$ cat config.mk
export PLATFORM = sky130hd
export DESIGN_NAME = cordic_rotation_engine
export DESIGN_NICKNAME = d
export VERILOG_FILES = /design/src/rtl/cordic_rotation_engine.sv
export SDC_FILE = /design/constraint.sdc
export NUM_CORES = 1
export LEC_CHECK = 0
export ABC_AREA = 0
export BUFFER_PORTS_ARGS = -buffer_cell sky130_fd_sc_hd__buf_2
export CELL_PAD_IN_SITES_DETAIL_PLACEMENT = 1
export CELL_PAD_IN_SITES_GLOBAL_PLACEMENT = 2
export CORE_MARGIN = 4
export CORE_UTILIZATION = 33
export DETAILED_ROUTE_END_ITERATION = 12
export GPL_TIMING_DRIVEN = 1
export PLACE_DENSITY = 0.83
export SYNTH_ARGS = -nofsm -noshare
export SYNTH_HDL_FRONTEND = slang
export SYNTH_SLANG_ARGS = --single-unit
$ cat constraint.sdc
create_clock -name clk -period 6.1 [get_ports clk]
set_clock_uncertainty 0.05 [all_clocks]
set_input_delay 0.915 -clock clk [delete_from_list [all_inputs] [get_ports clk]]
set_output_delay 0.915 -clock clk [all_outputs]
set_load 0.02 [all_outputs]
$ cat src/rtl/cordic_rotation_engine.sv
// Iterative rotation-mode CORDIC: rotates (x_in,y_in) by angle_in with one micro-rotation per cycle.
// Results carry the uncompensated CORDIC gain K (~1.64676); angles are binary (2^WIDTH = 360 deg).
module cordic_rotation_engine #(
   parameter int WIDTH = 32,
   parameter int ITER  = 16
) (
   input  logic             clk,
   input  logic             rst_n,
   input  logic             start,
   input  logic [WIDTH-1:0] x_in,
   input  logic [WIDTH-1:0] y_in,
   input  logic [WIDTH-1:0] angle_in,
   output logic             busy,
   output logic             done,
   output logic [WIDTH-1:0] x_out,
   output logic [WIDTH-1:0] y_out,
   output logic [WIDTH-1:0] angle_res
);
   localparam int IW = $clog2(WIDTH);
   localparam logic [WIDTH-1:0] QUARTER = {2'b01, {(WIDTH-2){1'b0}}};

   typedef enum logic [1:0] {S_IDLE, S_ROTATE, S_FINISH} state_t;

   state_t                  state;
   logic signed [WIDTH-1:0] x, y, z;
   logic        [IW-1:0]    i;
   logic signed [WIDTH-1:0] xs, ys;
   logic        [WIDTH-1:0] atan_i;

   // atan(2^-i) in 32-bit binary angle, top-aligned onto WIDTH bits
   function automatic logic [WIDTH-1:0] atan_lut(input logic [IW-1:0] idx);
      logic [31:0] c;
      logic [63:0] w;
      case (int'(idx))
         0:  c = 32'h2000_0000;
         1:  c = 32'h12E4_051E;
         2:  c = 32'h09FB_385B;
         3:  c = 32'h0511_11D4;
         4:  c = 32'h028B_0D43;
         5:  c = 32'h0145_D7E1;
         6:  c = 32'h00A2_F61E;
         7:  c = 32'h0051_7C55;
         8:  c = 32'h0028_BE53;
         9:  c = 32'h0014_5F2F;
         10: c = 32'h000A_2F98;
         11: c = 32'h0005_17CC;
         12: c = 32'h0002_8BE6;
         13: c = 32'h0001_45F3;
         14: c = 32'h0000_A2FA;
         15: c = 32'h0000_517D;
         16: c = 32'h0000_28BE;
         17: c = 32'h0000_145F;
         18: c = 32'h0000_0A30;
         19: c = 32'h0000_0518;
         20: c = 32'h0000_028C;
         21: c = 32'h0000_0146;
         22: c = 32'h0000_00A3;
         23: c = 32'h0000_0051;
         24: c = 32'h0000_0029;
         25: c = 32'h0000_0014;
         26: c = 32'h0000_000A;
         27: c = 32'h0000_0005;
         28: c = 32'h0000_0003;
         29: c = 32'h0000_0001;
         default: c = 32'h0000_0000;
      endcase
      w = {c, 32'd0};
      return w[63 -: WIDTH];
   endfunction

   assign xs     = x >>> i;
   assign ys     = y >>> i;
   assign atan_i = atan_lut(i);

   always_ff @(posedge clk or negedge rst_n) begin
      if (!rst_n) begin
         state     <= S_IDLE;
         busy      <= 1'b0;
         done      <= 1'b0;
         x_out     <= '0;
         y_out     <= '0;
         angle_res <= '0;
         x         <= '0;
         y         <= '0;
         z         <= '0;
         i         <= '0;
      end else begin
         done <= 1'b0;
         case (state)
            S_IDLE: begin
               // the done cycle is spent in IDLE, so a start seen alongside done is dropped
               if (start && !done) begin
                  case (angle_in[WIDTH-1:WIDTH-2])
                     2'b01: begin
                        x <= -$signed(y_in);
                        y <= $signed(x_in);
                        z <= $signed(angle_in - QUARTER);
                     end
                     2'b10: begin
                        x <= $signed(y_in);
                        y <= -$signed(x_in);
                        z <= $signed(angle_in + QUARTER);
                     end
                     default: begin
                        x <= $signed(x_in);
                        y <= $signed(y_in);
                        z <= $signed(angle_in);
                     end
                  endcase
                  i     <= '0;
                  busy  <= 1'b1;
                  state <= S_ROTATE;
               end
            end
            S_ROTATE: begin
               if (!z[WIDTH-1]) begin
                  x <= x - ys;
                  y <= y + xs;
                  z <= z - $signed(atan_i);
               end else begin
                  x <= x + ys;
                  y <= y - xs;
                  z <= z + $signed(atan_i);
               end
               i <= i + 1'b1;
               if (i == IW'(ITER - 1))
                  state <= S_FINISH;
            end
            S_FINISH: begin
               x_out     <= x;
               y_out     <= y;
               angle_res <= z;
               done      <= 1'b1;
               busy      <= 1'b0;
               state     <= S_IDLE;
            end
            default: state <= S_IDLE;
         endcase
      end
   end
endmodule

== Word-level counts from Yosys, hierarchy flattened ==
Memories as Yosys holds them, arrays and structs flattened.
Index checks and enable logic that the tools add are counted.

* Bits of input ports: 99
* Memory bits (read-only): 960
* Logic and storage cells: 59
* Memories: 1
* Bits in registers: 201
* Latch bits: 0
* Output and inout bits: 98
* Memory bits (writable): 0

* Eq/ne operators: 7
* Add/sub/neg operators: 11
* Shift operators: 2
* Divide/modulo/power cells: 0
* Multipliers: 0
* Bitwise gates (word level): 0
* Reduce and logical (&&, ||, !) cells: 8
* $lt $le $gt $ge: 0
* Multiplexer cells: 20

{| class="wikitable"
|+ Memory list
! memory !! depth !! bits a word !! rd ports !! clocked after memory_dff !! wr ports !! line !! text
|-
| (no name shown) || 32 || 30 || 1 || 0 || 0 || 34 || <nowiki>case (int'(idx))</nowiki>
|}

{| class="wikitable"
|+ Operator list
! cell !! count
|-
| $pmux W32 S2 || 6
|-
| $mux W32 || 6
|-
| $add A32 B32 Y32 || 3
|-
| $sub A32 B32 Y32 || 3
|-
| $neg A32 Y32 || 2
|-
| $sshr A32 B5 Y32 || 2
|-
| $add A32 B31 Y32 const B || 1
|-
| $sub A32 B31 Y32 const B || 1
|-
| $pmux W5 S2 || 1
|-
| $reduce_and A2 Y1 || 3
|-
| $add A5 B1 Y5 const B || 1
|-
| $eq A5 B4 Y1 const B || 1
|-
| $mux W5 || 1
|-
| $eq A2 B1 Y1 const B || 2
|-
| $eq A2 B2 Y1 const B || 2
|-
| $mux W2 || 2
|-
| $ne A2 B2 Y1 const B || 2
|-
| $pmux W2 S2 || 1
|-
| $reduce_bool A2 Y1 || 2
|-
| $logic_not A2 Y1 || 1
|-
| $mux W1 || 2
|-
| $pmux W1 S2 || 1
|-
| $logic_and A1 B1 Y1 || 1
|-
| $logic_not A1 Y1 || 1
|}

== Longest topological paths before layout ==
* Word-level depth: 4
* Mapped depth: 30
* Gate-level depth less buffers: 23

== Worst setup path before layout ==
No wires, ideal clock.

* Path kind: register to register
* From: register i[1]
* To: register z[31]
* Required time: 5973 ps
* Path slack: -23 ps
* Arrival: 5995 ps
* Cell stages (with the launch flop): 28
* Path buffers: 6
* Cells stage by stage: dfrtp_1 buf_2 buf_6 buf_2 buf_2 buf_2 inv_1 ha_1 mux4_2 a2111oi_0 o211ai_1 inv_2 nand2_1 nor3_1 or2_2 clkbuf_1 xnor2_1 ha_1 a21o_1 a21o_1 a221o_1 a41o_1 a41oi_1 o2111ai_1 nand3_1 o21ai_0 a22o_1 a21oi_1

* Cells in the longest elaborated chain, start to end: 4

{| class="wikitable"
|+ RTL lines
! item !! line !! text
|-
| start, declared || 26 || <nowiki>logic [IW-1:0] i;</nowiki>
|-
| start signal, assigned || 125 || <nowiki>i <= i + 1'b1;</nowiki>
|-
| $mem_v2 Z32 W30 * || - ||
|-
| $sub A32 B32 Y32 / $add A32 B32 Y32 (equally long branches) || 119, 123 ||
|-
| $mux W32 * || 116 || <nowiki>if (!z[WIDTH-1]) begin</nowiki>
|-
| $pmux W32 S2 * || 89 || <nowiki>case (state)</nowiki>
|-
| end signal, assigned || 97 || <nowiki>z <= $signed(angle_in - QUARTER);</nowiki>
|-
| end signal, assigned || 119 || <nowiki>z <= z - $signed(atan_i);</nowiki>
|-
| end signal, assigned || 123 || <nowiki>z <= z + $signed(atan_i);</nowiki>
|-
| end, declared || 25 || <nowiki>logic signed [WIDTH-1:0] x, y, z;</nowiki>
|}

Mark *: on every way between the ends. The rest lies on a longest branch, timed or not.
A chain may end at the register's enable or synchronous reset.

== Worst setup path after layout ==
* From: register i[0]
* To: register y[31]

* Cells in the longest elaborated chain, start to end: 4

{| class="wikitable"
|+ RTL lines
! item !! line !! text
|-
| $sshr A32 B5 Y32 * || 71 || <nowiki>assign xs = x >>> i;</nowiki>
|-
| $add A32 B32 Y32 / $sub A32 B32 Y32 (equally long branches) || 118, 122 ||
|-
| $mux W32 * || 116 ||
|-
| $pmux W32 S2 * || 89 ||
|-
| end signal, assigned || 96 || <nowiki>y <= $signed(x_in);</nowiki>
|-
| end signal, assigned || 118 || <nowiki>y <= y + xs;</nowiki>
|-
| end signal, assigned || 122 || <nowiki>y <= y - xs;</nowiki>
|-
| end, declared || 25 ||
|}

Marks and branches as above.

==> results.py <==
metrics = {
    "floorplanning": {
        "die_area_mm2": 0.0711,
        "die_w_um": 267,
        "row_count": 94,
        "ioPinCount": 197,
        "start_util_pct": 33.5,
        "core-area_mm2": 0.0660,
        "dieHeight_um": 267,
    },
    "clock_network": {
        "cts_buffers": 28,
        "root_buffer": "clkbuf_16",
        "ctsHoldBuffers": 0,
        "cts_buffer_depth": 3,
        "clock_latency_ps": 610,
        "cts_tree": "yes",
        "cts.sinks": 201,
        "htree_levels": 1,
        "cts.clk_slew.worst_paths_ps": 60,
    },
    "sta": {
        "relSlewSlack_pct": 34.5,
        "hold_ws_ps": 275,
        "worst_slack_ps": 272,
        "setup_violations": 0,
        "fin_crit_ps": 5830,
        "worstMarginPinSlew_ps": 982,
        "slew_viol_final": 0,
        "hold_viol_final": 0,
        "finalCritPeriodShare_pct": 95.5,
        "fin_tns_setup_ps": 0,
        "fmax_ghz": 0.172,
    },
    "yosys": {
        "synth_top_area_share_pct": 22.8,
        "syn_avg_cell_area_um2": 7.75,
        "synth-edff-count": 0,
        "synth.most_common_cell": "nand2_1",
        "synth-seq-cells": 201,
        "synth_top_family_by_area": "compound AO/OA/AOI/OAI gates",
        "synth_seq_area_share_pct": 22.8,
        "synth-compound-area-share_pct": 24.6,
        "synth-simple-area-share_pct": 22.5,
        "synth_area_leaders": "dfrtp_1 (23%), nand2_1 (9.2%), ha_1 (6.9%)",
        "yosys.cell_types.count": 95,
        "synthAdderAreaFrac_pct": 7.19,
        "syn-cell-area_mm2": 0.0221,
        "synth_cells": 2847,
        "synthMuxAreaShare_pct": 10.3,
        "netlist_top_cells_count": "nand2_1 (539), a21oi_1 (257), nor2_1 (230)",
        "synth_nets": 3071,
        "synthArstFlopShare_pct": 100,
        "synth_flop_cell": "dfrtp_1",
        "synth_xor_area_share_pct": 7.78,
        "yosys.area.top_type": "dfrtp_1",
        "ys_warn_count": 0,
    },
    "finish": {
        "fin_nets": 3357,
        "post_route_cells_drive_above_1_share_pct": 21.2,
        "fill_cells": 8078,
        "multiInputGateArea_mm2": 0.0162,
        "syn2layout_area_growth_pct": 20.0,
        "regArea_mm2": 0.00504,
    },
    "critical_path": {
        "critPathTopFamily": "compound AO/OA/AOI/OAI gates",
        "end_kind": "flip-flop",
        "cp.arrival_ps": 6230,
        "cp.depth": 23,
        "crit_path_cell_trace": "buf_2 > buf_4 > mux4_1 > a32oi_1 > o211ai_1 > a211oi_2 > buf_4 > nand4bb_2 > nor4_2 > buf_4 > a21oi_1 > xnor2_2 > ha_1 > a21oi_1 > o211ai_1 > a21o_1 > a21oi_1 > o21a_1 > o21ai_0 > a211o_1 > a41oi_1 > xnor2_1 > o21ai_1",
        "worst_path_max_delay_cell": "mux4_1",
        "path_class": "reg -> reg",
        "r2r_slack_ps": 270,
        "crit_start": "i[0]",
        "required_ps": 6500,
        "critical_path_peak_fanout": 13,
        "cpPeakStageDelay_ps": 580,
        "worst_setup_path_start_kind": "flip-flop",
        "crit_end": "y[31]",
        "crit_buf_inv": 4,
        "r2r_start": "i[0]",
        "worstRegToRegCells": 23,
        "r2r_end": "y[31]",
    },
    "detailed_routing": {
        "wl_mm": 108,
        "drtIter0Drc": 2249,
        "ant_nets": 0,
        "drc_errors": 0,
        "vias": 24100,
        "wl_per_cell_um": 26.8,
        "dr.pass1.iters": 5,
        "viasPerCell": 5.99,
    },
    "global_routing": {
        "grt_overflow": 0,
        "grt_pass1_wl_mm": 161,
        "antenna_found_initial": 1,
        "grt_max_degree": 105,
        "track_usage_pct": 29.5,
        "grt_pass1_vias": 25000,
    },
    "place": {
        "io_buffers": 196,
        "dp_hpwl_mm": 85.1,
        "dp_worst_setup_slack_ps": -87.4,
        "gp_congestion": 1.00,
    },
    "status": {
        "status": "completed",
    },
    "worst_hold_path": {
        "hold_class": "in -> async",
    },
    "run": {
        "drv_cap": 0,
    },
}
## metrics by stage
step                instances  utilization (%)  instance area [um^2]
finish                   4018             40.1                 26500
floorplan                2847                -                 22100
global placement         3955             38.3                 25300
CTS                      4006             39.8                 26300
detailed placement       3955             38.3                 25300
global route             4017             40.1                 26500
## sequential cells by signal, indices dropped and copies added (netlist names)
signal,count
x_out,32
busy,1
y,32
z,32
i,5
state,2
done,1
x,32
y_out,32
angle_res,32
## layout by cell type (no fill, tap or decap), types with 18 or more instances in the layout
cell type and instances:
and3_1 24, clkbuf_16 28, buf_2 196, o211ai_1 24, nor3_1 63, nor4_1 19, a211oi_1 52, mux4_2 63
mux2_2 28, inv_1 53, a31oi_1 55, xnor2_1 112, o21ai_0 151, dfrtp_1 195, and2_1 23, buf_4 242
nor2b_1 23, nor2_1 230, xor2_1 83, mux2i_1 47, ha_1 120, nand2b_1 28, nand2_1 539, a21o_1 64
a22oi_1 39, nand3_1 37, o21a_1 18, a21oi_1 255
## metal layers
metal  up-vias  GRT usage (%)  part of all wire [%]  routed length (um)
li1      10900              -                     -                   -
met1     12000           37.2                    41               44300
met2       870           49.7                    46               50100
met3       258           4.40                   6.0                6510
met4         0           14.4                   6.4                6920
met5         -              0                     0                   0
## area by class of cell
type | count | area share, %
diodes | 1 | 0.00945
clock buffers | 40 | 3.00
clock inverters | 10 | 0.600
inverters | 57 | 0.812
multi-input cells | 2394 | 61.0
flip-flops and latches | 201 | 19.0
well taps | 864 | 4.08
repair buffers | 451 | 11.4
## worst reg2reg max path, stage by stage (launching register included)
cell and delay [ps]:
dfrtp_4 480, buf_2 220, buf_4 280, mux4_1 590, a32oi_1 260, o211ai_1 170, a211oi_2 170, buf_4 170
nand4bb_2 190, nor4_2 370, buf_4 190, a21oi_1 90, xnor2_2 230, ha_1 320, a21oi_1 190, o211ai_1 160
a21o_1 200, a21oi_1 180, o21a_1 130, o21ai_0 120, a211o_1 340, a41oi_1 340, xnor2_1 170, o21ai_1 80
## cells by family (layout without fill, tap and decap cells)
group                      count (synthesis)  count (layout)
AOI/OAI and AO/OA                        842             842
xor gates and xnor gates                 196             196
adders and majority gates                125             125
buffers and inverters                    252             558
DFF                                      201             201
muxes                                    141             141
other                                      0               1
and+or+nand+nor                         1090            1090
## how the worst min path moves through the flow
stage	start	endpoint
4_1_cts	rst_n	angle_res[23]
5_1_grt	rst_n	angle_res[23]
3_3_place_gp	angle_res[15]	angle_res[15]
2_1_floorplan	z[0]	angle_res[0]
3_5_place_dp	angle_res[13]	angle_res[13]
6_report	rst_n	angle_res[23]
## repair_timing
action	CTS	global route
pin swaps	0	7
setup endpoints to repair	12	28
resized for setup	7	27
buffers inserted	1	11
Power is left out: the tool's default activity adds up to more than one toggle a clock period on the data nets, which glitch-free logic cannot reach.
